[config.mk]
export PLATFORM = sky130hd
export DESIGN_NAME = id_ex_hazard_reg
export DESIGN_NICKNAME = d
export VERILOG_FILES = /design/src/rtl/id_ex_hazard_reg.sv
export SDC_FILE = /design/constraint.sdc
export NUM_CORES = 1
export LEC_CHECK = 0
export CAP_MARGIN = 20
export CORE_ASPECT_RATIO = 0.75
export CORE_MARGIN = 5
export CORE_UTILIZATION = 42
export CTS_BUF_LIST = sky130_fd_sc_hd__clkbuf_2 sky130_fd_sc_hd__clkbuf_4 sky130_fd_sc_hd__clkbuf_8
export CTS_CLUSTER_SIZE = 28
export DETAILED_ROUTE_END_ITERATION = 8
export MAX_ROUTING_LAYER = met4
export PLACE_DENSITY = 0.83
export SLEW_MARGIN = 40
export SYNTH_ARGS = -nofsm -noshare
export SYNTH_HDL_FRONTEND = slang
export SYNTH_SLANG_ARGS = --single-unit
[constraint.sdc]
create_clock -name i_clk -period 2.7 [get_ports i_clk]
set_input_delay 0.405 -clock i_clk [delete_from_list [all_inputs] [get_ports i_clk]]
set_output_delay 0.405 -clock i_clk [all_outputs]
set_load 0.1 [all_outputs]
[src/rtl/id_ex_hazard_reg.sv]
// ID/EX pipeline register with load-use hazard detection, bubble/flush insertion
// and saturating bubble/flush statistics counters for the debug unit.
module id_ex_hazard_reg #(
  parameter int NB_DATA    = 32,
  parameter int NB_ADDR    = 5,
  parameter int NB_CTRL_EX = 7,
  parameter int NB_CTRL_M  = 3,
  parameter int NB_CTRL_WB = 2,
  parameter int NB_CNT     = 16
) (
  input  logic                  i_clk,
  input  logic                  i_rst,
  input  logic                  i_enable,
  input  logic                  i_flush,
  input  logic [NB_CTRL_WB-1:0] i_ctrl_wb_bus,
  input  logic [NB_CTRL_M-1:0]  i_ctrl_mem_bus,
  input  logic [NB_CTRL_EX-1:0] i_ctrl_exc_bus,
  input  logic [NB_DATA-1:0]    i_pc_next,
  input  logic [NB_DATA-1:0]    i_rs_data,
  input  logic [NB_DATA-1:0]    i_rt_data,
  input  logic [NB_DATA-1:0]    i_imm_ext,
  input  logic [NB_ADDR-1:0]    i_rs,
  input  logic [NB_ADDR-1:0]    i_rt,
  input  logic [NB_ADDR-1:0]    i_rd,
  output logic [NB_CTRL_WB-1:0] o_ctrl_wb_bus,
  output logic [NB_CTRL_M-1:0]  o_ctrl_mem_bus,
  output logic [NB_CTRL_EX-1:0] o_ctrl_exc_bus,
  output logic [NB_DATA-1:0]    o_pc_next,
  output logic [NB_DATA-1:0]    o_rs_data,
  output logic [NB_DATA-1:0]    o_rt_data,
  output logic [NB_DATA-1:0]    o_imm_ext,
  output logic [NB_ADDR-1:0]    o_rs,
  output logic [NB_ADDR-1:0]    o_rt,
  output logic [NB_ADDR-1:0]    o_rd,
  output logic                  o_stall,
  output logic [NB_CNT-1:0]     o_bubble_cnt,
  output logic [NB_CNT-1:0]     o_flush_cnt
);

  localparam int MEMREAD_BIT = 2;
  localparam logic [NB_CNT-1:0] CNT_MAX = '1;
  localparam logic [NB_CNT-1:0] CNT_ONE = NB_CNT'(1);

  typedef enum logic [1:0] {
    ACT_RUN,
    ACT_HOLD,
    ACT_FLUSH,
    ACT_BUBBLE
  } action_e;

  logic [NB_CTRL_WB-1:0] r_ctrl_wb;
  logic [NB_CTRL_M-1:0]  r_ctrl_mem;
  logic [NB_CTRL_EX-1:0] r_ctrl_exc;
  logic [NB_DATA-1:0]    r_pc_next;
  logic [NB_DATA-1:0]    r_rs_data;
  logic [NB_DATA-1:0]    r_rt_data;
  logic [NB_DATA-1:0]    r_imm_ext;
  logic [NB_ADDR-1:0]    r_rs;
  logic [NB_ADDR-1:0]    r_rt;
  logic [NB_ADDR-1:0]    r_rd;
  logic [NB_CNT-1:0]     r_bubble_cnt;
  logic [NB_CNT-1:0]     r_flush_cnt;

  logic    w_hazard;
  action_e w_action;

  // A load in EX whose destination is read by the ID instruction; $0 never hazards.
  assign w_hazard = r_ctrl_mem[MEMREAD_BIT] & (r_rt != '0) & ((r_rt == i_rs) | (r_rt == i_rt));
  assign o_stall  = w_hazard & ~i_flush;

  // NOTE: every variable written here gets a default first so no latch is inferred.
  always_comb begin
    w_action = ACT_RUN;
    if (!i_enable)     w_action = ACT_HOLD;
    else if (i_flush)  w_action = ACT_FLUSH;
    else if (w_hazard) w_action = ACT_BUBBLE;
  end

  // NOTE: sequential state uses non-blocking assignments so all registers update together.
  always_ff @(posedge i_clk) begin
    if (i_rst) begin
      r_ctrl_wb  <= '0;
      r_ctrl_mem <= '0;
      r_ctrl_exc <= '0;
    end else begin
      case (w_action)
        ACT_RUN: begin
          r_ctrl_wb  <= i_ctrl_wb_bus;
          r_ctrl_mem <= i_ctrl_mem_bus;
          r_ctrl_exc <= i_ctrl_exc_bus;
        end
        ACT_FLUSH, ACT_BUBBLE: begin
          r_ctrl_wb  <= '0;
          r_ctrl_mem <= '0;
          r_ctrl_exc <= '0;
        end
        default: ;
      endcase
    end
  end

  // Operands still advance during a bubble; the zeroed control makes them inert.
  always_ff @(posedge i_clk) begin
    if (i_rst) begin
      r_pc_next <= '0;
      r_rs_data <= '0;
      r_rt_data <= '0;
      r_imm_ext <= '0;
      r_rs      <= '0;
      r_rt      <= '0;
      r_rd      <= '0;
    end else if (w_action != ACT_HOLD) begin
      r_pc_next <= i_pc_next;
      r_rs_data <= i_rs_data;
      r_rt_data <= i_rt_data;
      r_imm_ext <= i_imm_ext;
      r_rs      <= i_rs;
      r_rt      <= i_rt;
      r_rd      <= i_rd;
    end
  end

  always_ff @(posedge i_clk) begin
    if (i_rst) begin
      r_bubble_cnt <= '0;
      r_flush_cnt  <= '0;
    end else begin
      if (w_action == ACT_BUBBLE && r_bubble_cnt != CNT_MAX)
        r_bubble_cnt <= r_bubble_cnt + CNT_ONE;
      if (w_action == ACT_FLUSH && r_flush_cnt != CNT_MAX)
        r_flush_cnt <= r_flush_cnt + CNT_ONE;
    end
  end

  assign o_ctrl_wb_bus  = r_ctrl_wb;
  assign o_ctrl_mem_bus = r_ctrl_mem;
  assign o_ctrl_exc_bus = r_ctrl_exc;
  assign o_pc_next      = r_pc_next;
  assign o_rs_data      = r_rs_data;
  assign o_rt_data      = r_rt_data;
  assign o_imm_ext      = r_imm_ext;
  assign o_rs           = r_rs;
  assign o_rt           = r_rt;
  assign o_rd           = r_rd;
  assign o_bubble_cnt   = r_bubble_cnt;
  assign o_flush_cnt    = r_flush_cnt;

endmodule

---- After elaboration in Yosys (flattened, before gate mapping) ----
Index checks and enable logic that the tools add are counted.
storage, ports and cells
  register bits after elaboration ......... 187
  bits in latches ......................... 0
  bits in writable memories ............... 0
  bits in read-only memories .............. 0
  input port bits ......................... 159
  output and inout port bits .............. 188
  logic and storage cells ................. 38
  memories kept ........................... 0
operators by class
  add/sub/neg operators ................... 2
  $mul .................................... 0
  divide/modulo/power cells ............... 0
  order comparisons ....................... 0
  equal/unequal tests ..................... 7
  shifts and indexed selects .............. 0
  mux-type cells .......................... 6
  bitwise operators ....................... 5
  reduce and logical (&&, ||, !) cells .... 6
operator list
  kind                     number
  $add A16 B1 Y16 const B  2
  $ne A16 B16 Y1 const B   2
  $pmux W7 S2              1
  $eq A5 B5 Y1             2
  $mux W2                  3
  $pmux W3 S2              1
  $reduce_bool A5 Y1       1
  $eq A2 B2 Y1 const B     2
  $pmux W2 S2              1
  $and A1 B1 Y1            3
  $logic_and A1 B1 Y1      2
  $logic_not A2 Y1         1
  $ne A2 B1 Y1 const B     1
  $reduce_bool A2 Y1       1
  $reduce_or A2 Y1         1
  $not A1 Y1               1
  $or A1 B1 Y1             1

---- Logic depth before layout (Yosys ltp) ----
  depth in word-level cells ............... 9
  depth in mapped cells ................... 7
  mapped depth without buffers ............ 6

---- Worst setup path before layout ----
No wires, ideal clock.
  path kind ............................... register to output
  start ................................... reg r_rt[4], in the netlist o_rt[4]
  end ..................................... out o_stall
  data arrival time ....................... 3.889 ns
  slack ................................... -1.594 ns
  cell stages (with the launch flop) ...... 7
  buffers on the path ..................... 2
  cell sequence ........................... dfxtp_1 xor2_1 nor3_1 a22oi_1 clkbuf_1 buf_2 nor3_1
between the ends
  word-level cells in the longest chain between the ends .. 4
  elaborated cells between the ends (all ways) .. 7
RTL lines
  what                                                RTL line  RTL
  start, declared                                     59        logic [NB_ADDR-1:0] r_rt;
  start signal, assigned                              118       r_rt <= i_rt;
  $eq A5 B5 Y1 or $reduce_bool A5 Y1 (tied branches)  68        assign w_hazard = r_ctrl_mem[MEMREAD_BIT] & (r_rt != '0) & ((r_rt == i_rs) | (r_rt == i_rt));
  $or A1 B1 Y1 or $and A1 B1 Y1 (tied branches)       68
  $and A1 B1 Y1 *                                     68
  $and A1 B1 Y1 *                                     69        assign o_stall = w_hazard & ~i_flush;
  end, declared                                       35        output logic o_stall,
Mark *: on every way between the ends. The rest lies on a longest branch, timed or not.

---- Final worst setup path ----
Same ends and word-level chain as after synthesis.

==> qor.json <==
{
  "final-max-slew-violation-count": {"value": 0},
  "clk_latency": {"value": 0.45, "unit": "ns"},
  "cts_tree": {"value": "yes"},
  "slew_worst_pin": {"value": 0.741, "unit": "ns"},
  "setup_tns": {"value": 0, "unit": "ns"},
  "p_total": {"value": 6550, "unit": "uW"},
  "initial_core_util": {"value": 42.5, "unit": "%"},
  "numCtsBuffers": {"value": 17},
  "fin_skew": {"value": 0.00796, "unit": "ns"},
  "syn_to_final_growth": {"value": 50.7, "unit": "%"},
  "syn_inst": {"value": 700},
  "antenna_violations_before_repair": {"value": 0},
  "layout_worst_path_cycle_share": {"value": 90.3, "unit": "%"},
  "timing.critical_path.cells": {"value": "xor2_1 -> nor3_1 -> a22oi_2 -> buf_4 -> nor3_4 -> buf_12"},
  "num_vias": {"value": 6193},
  "die_area": {"value": 19700, "unit": "sq um"},
  "post_drt_via_cell_ratio": {"value": 4.92},
  "post_route_cell_area": {"value": 10700, "unit": "sq um"},
  "routed_wire_length_per_instance": {"value": 17.0, "unit": "um"},
  "die_width": {"value": 160, "unit": "um"},
  "post_cts_hold_buffer_count": {"value": 0},
  "routed_wl": {"value": 21400, "unit": "um"},
  "ys_types": {"value": 41},
  "clock_tree.buffer_depth": {"value": 2},
  "place_inst": {"value": 1228},
  "max_clock_freq": {"value": 410, "unit": "MHz"},
  "pwr_density_cell": {"value": 612, "unit": "nW/um^2"},
  "avgSynthCellArea": {"value": 10.2, "unit": "sq um"},
  "design.core.area": {"value": 16700, "unit": "sq um"},
  "ys.warnings.count": {"value": 0},
  "floorplan.die.height": {"value": 123, "unit": "um"},
  "cp_slowest_stage_delay": {"value": 0.40, "unit": "ns"},
  "post-cts-setup-buffer-count": {"value": 0},
  "ios": {"value": 347},
  "largest_net_degree_at_the_start_of_global_routing": {"value": 74},
  "placement.io_buffers": {"value": 346},
  "via_count_of_the_first_global_routing_pass": {"value": 5911},
  "finalSetupViolCount": {"value": 0},
  "grt_usage": {"value": 21.0, "unit": "%"},
  "timing.final.hold_violations": {"value": 0},
  "layout_common_cells": {"value": "197 x sky130_fd_sc_hd__buf_4, 180 x sky130_fd_sc_hd__dfxtp_1, 169 x sky130_fd_sc_hd__nor2_1"},
  "layout.cells.most_common": {"value": "sky130_fd_sc_hd__buf_4"},
  "num_antenna_cells": {"value": 0},
  "finalNetCount": {"value": 1193},
  "timing.hold.worst.class": {"value": "primary input to flop"},
  "syn_nets": {"value": 861},
  "first_pass_grt_wire_length": {"value": 32100, "unit": "um"},
  "synth-seq-area-share": {"value": 52.7, "unit": "%"},
  "postRouteAntennaNets": {"value": 0},
  "holdWs": {"value": 0.419, "unit": "ns"},
  "rsz_0062_raised_after_global_routing": {"value": "no"},
  "clockRootBuffer": {"value": "sky130_fd_sc_hd__clkbuf_8"},
  "post-route-drc-count": {"value": 0},
  "worstPathMaxFanout": {"value": 29},
  "final-instance-count-excl-fill": {"value": 1260},
  "grt_overflow": {"value": 0},
  "synth.ff_latch_count": {"value": 187},
  "htree_levels": {"value": 4},
  "synth_ff_type": {"value": "sky130_fd_sc_hd__dfxtp_1"},
  "cp_data_arrival_time": {"value": 2.03, "unit": "ns"},
  "total_leakage_power": {"value": 0.00488, "unit": "uW"},
  "synth_edf_count": {"value": 0},
  "status": {"value": "finished clean"},
  "slowest_stage": {"value": "sky130_fd_sc_hd__dfxtp_2"},
  "clock-sinks": {"value": 187},
  "layout-drive-gt1-share": {"value": 24.1, "unit": "%"},
  "initial_drc_count": {"value": 356},
  "num_rows": {"value": 41},
  "critical_path_required": {"value": 2.30, "unit": "ns"},
  "drv_cap": {"value": 0},
  "placedInstanceArea": {"value": 10300, "unit": "sq um"},
  "place_congestion": {"value": 0.821},
  "worstSetupPathType": {"value": "flop to primary output"},
  "period_minus_slack": {"value": 2.44, "unit": "ns"},
  "start_kind": {"value": "flop"},
  "crit_path_end_kind": {"value": "primary output"},
  "ys_async_sr_fraction": {"value": 0, "unit": "%"},
  "firstDrtPassIters": {"value": 4},
  "post-dp-hpwl": {"value": 16000, "unit": "um"},
  "clkSlewWorstSetupHoldPaths": {"value": 0.11, "unit": "ns"},
  "postCtsResizedCells": {"value": 0},
  "ir_drop": {"value": 459, "unit": "uV"},
  "synthesized_area": {"value": 7110, "unit": "sq um"},
  "timing.max_slew.rel_slack": {"value": 50.4, "unit": "%"}
}
-- where the power goes --
part	internal (uW)	switching [uW]
Clock	702	1070
Sequential	2890	79.3
Combinational	521	1290
Total	4120	2430
-- path summary, 6_finish.rpt --
kind                                                        to  slack [ns]  cells after the start                            from
worst max-delay path                                   o_stall        0.26                      6            o_rt[4]$_SDFFE_PP0P_
worst min-delay path                o_pc_next[15]$_SDFFE_PP0P_        0.42                      3                        i_enable
worst max register to register   o_bubble_cnt[12]$_SDFFE_PP0P_        0.58                      6    o_bubble_cnt[0]$_SDFFE_PP0P_
worst min register to register  o_ctrl_exc_bus[4]$_SDFFE_PP0P_        0.49                      1  o_ctrl_exc_bus[4]$_SDFFE_PP0P_
-- worst max-delay path: cells and delay by family (launching register included) --
family / cells / cell delay [ns]
flops: 1 / 0.40
buf+inv: 2 / 0.44
xor+xnor: 1 / 0.19
simple gates: 2 / 0.44
compound gates: 1 / 0.12
-- registers in the layout (all words and copies together), names as in the netlist, 5 cells and up --
register	cells
o_rd	5
o_rt_data	32
o_rt	5
o_ctrl_exc_bus	7
o_rs	5
o_pc_next	32
o_rs_data	32
o_bubble_cnt	16
o_flush_cnt	16
o_imm_ext	32
-- logic make-up after synthesis --
logic type / count (synthesis) / synth area share [%]
multiplexers: 149 / 21.1
flip-flops: 187 / 52.7
AO/OA/AOI/OAI: 51 / 5.05
AND/OR/NAND/NOR: 243 / 15.5
XOR/XNOR: 22 / 2.71
adder cells (fa/ha/maj): 2 / 0.352
buffers and inverters: 46 / 2.61
-- stage by stage --
stage	setup slack (ns)	utilization [%]
2_1_floorplan	0.0523	-
6_report	0.263	64.1
4_1_cts	0.225	64.1
3_3_place_gp	0.241	61.8
3_5_place_dp	0.210	61.8
5_1_grt	0.106	64.1
-- cell type report --
type / instances / area [sq um]
Clock buffer: 18 / 248
Tap cell: 215 / 269
Fill cell: 1378 / 6010
Inverter: 2 / 7.51
Clock inverter: 14 / 125
Multi-Input combinational cell: 467 / 3200
Timing Repair Buffer: 357 / 3110
Sequential cell: 187 / 3750
-- cell usage after synthesis (all sizes together), types with 2 or more instances --
master	instances	share of area (%)
and4	4	0.49
buf	25	1.5
mux2i	144	20
or4	14	1.6
o31ai	10	1.1
dfxtp	187	53
nor4	5	0.44
o211ai	5	0.53
xor2	18	2.2
or3	2	0.18
ha	2	0.35
clkbuf	19	1.0
a21oi	13	0.92
nor2	169	8.9
mux2	5	0.79
nand2	9	0.48
nor3	5	0.35
nand4	10	0.88
o21a	2	0.21
a22o	12	1.5
xnor2	4	0.49
o21ai	5	0.40
inv	2	0.11
and3	4	0.35
nor2b	7	0.62
nand3	9	0.70
-- routing by layer --
metal / GRT usage (%) / routed length (um) / up-vias / share of wire (%)
li1: - / - / 3087 / -
met1: 26.1 / 9400 / 2847 / 44
met2: 33.2 / 10200 / 227 / 48
met3: 5.81 / 1280 / 32 / 6.0
met4: 7.52 / 544 / 0 / 2.5
met5: - / 0 / - / 0
(Power assumes the default switching activity.)
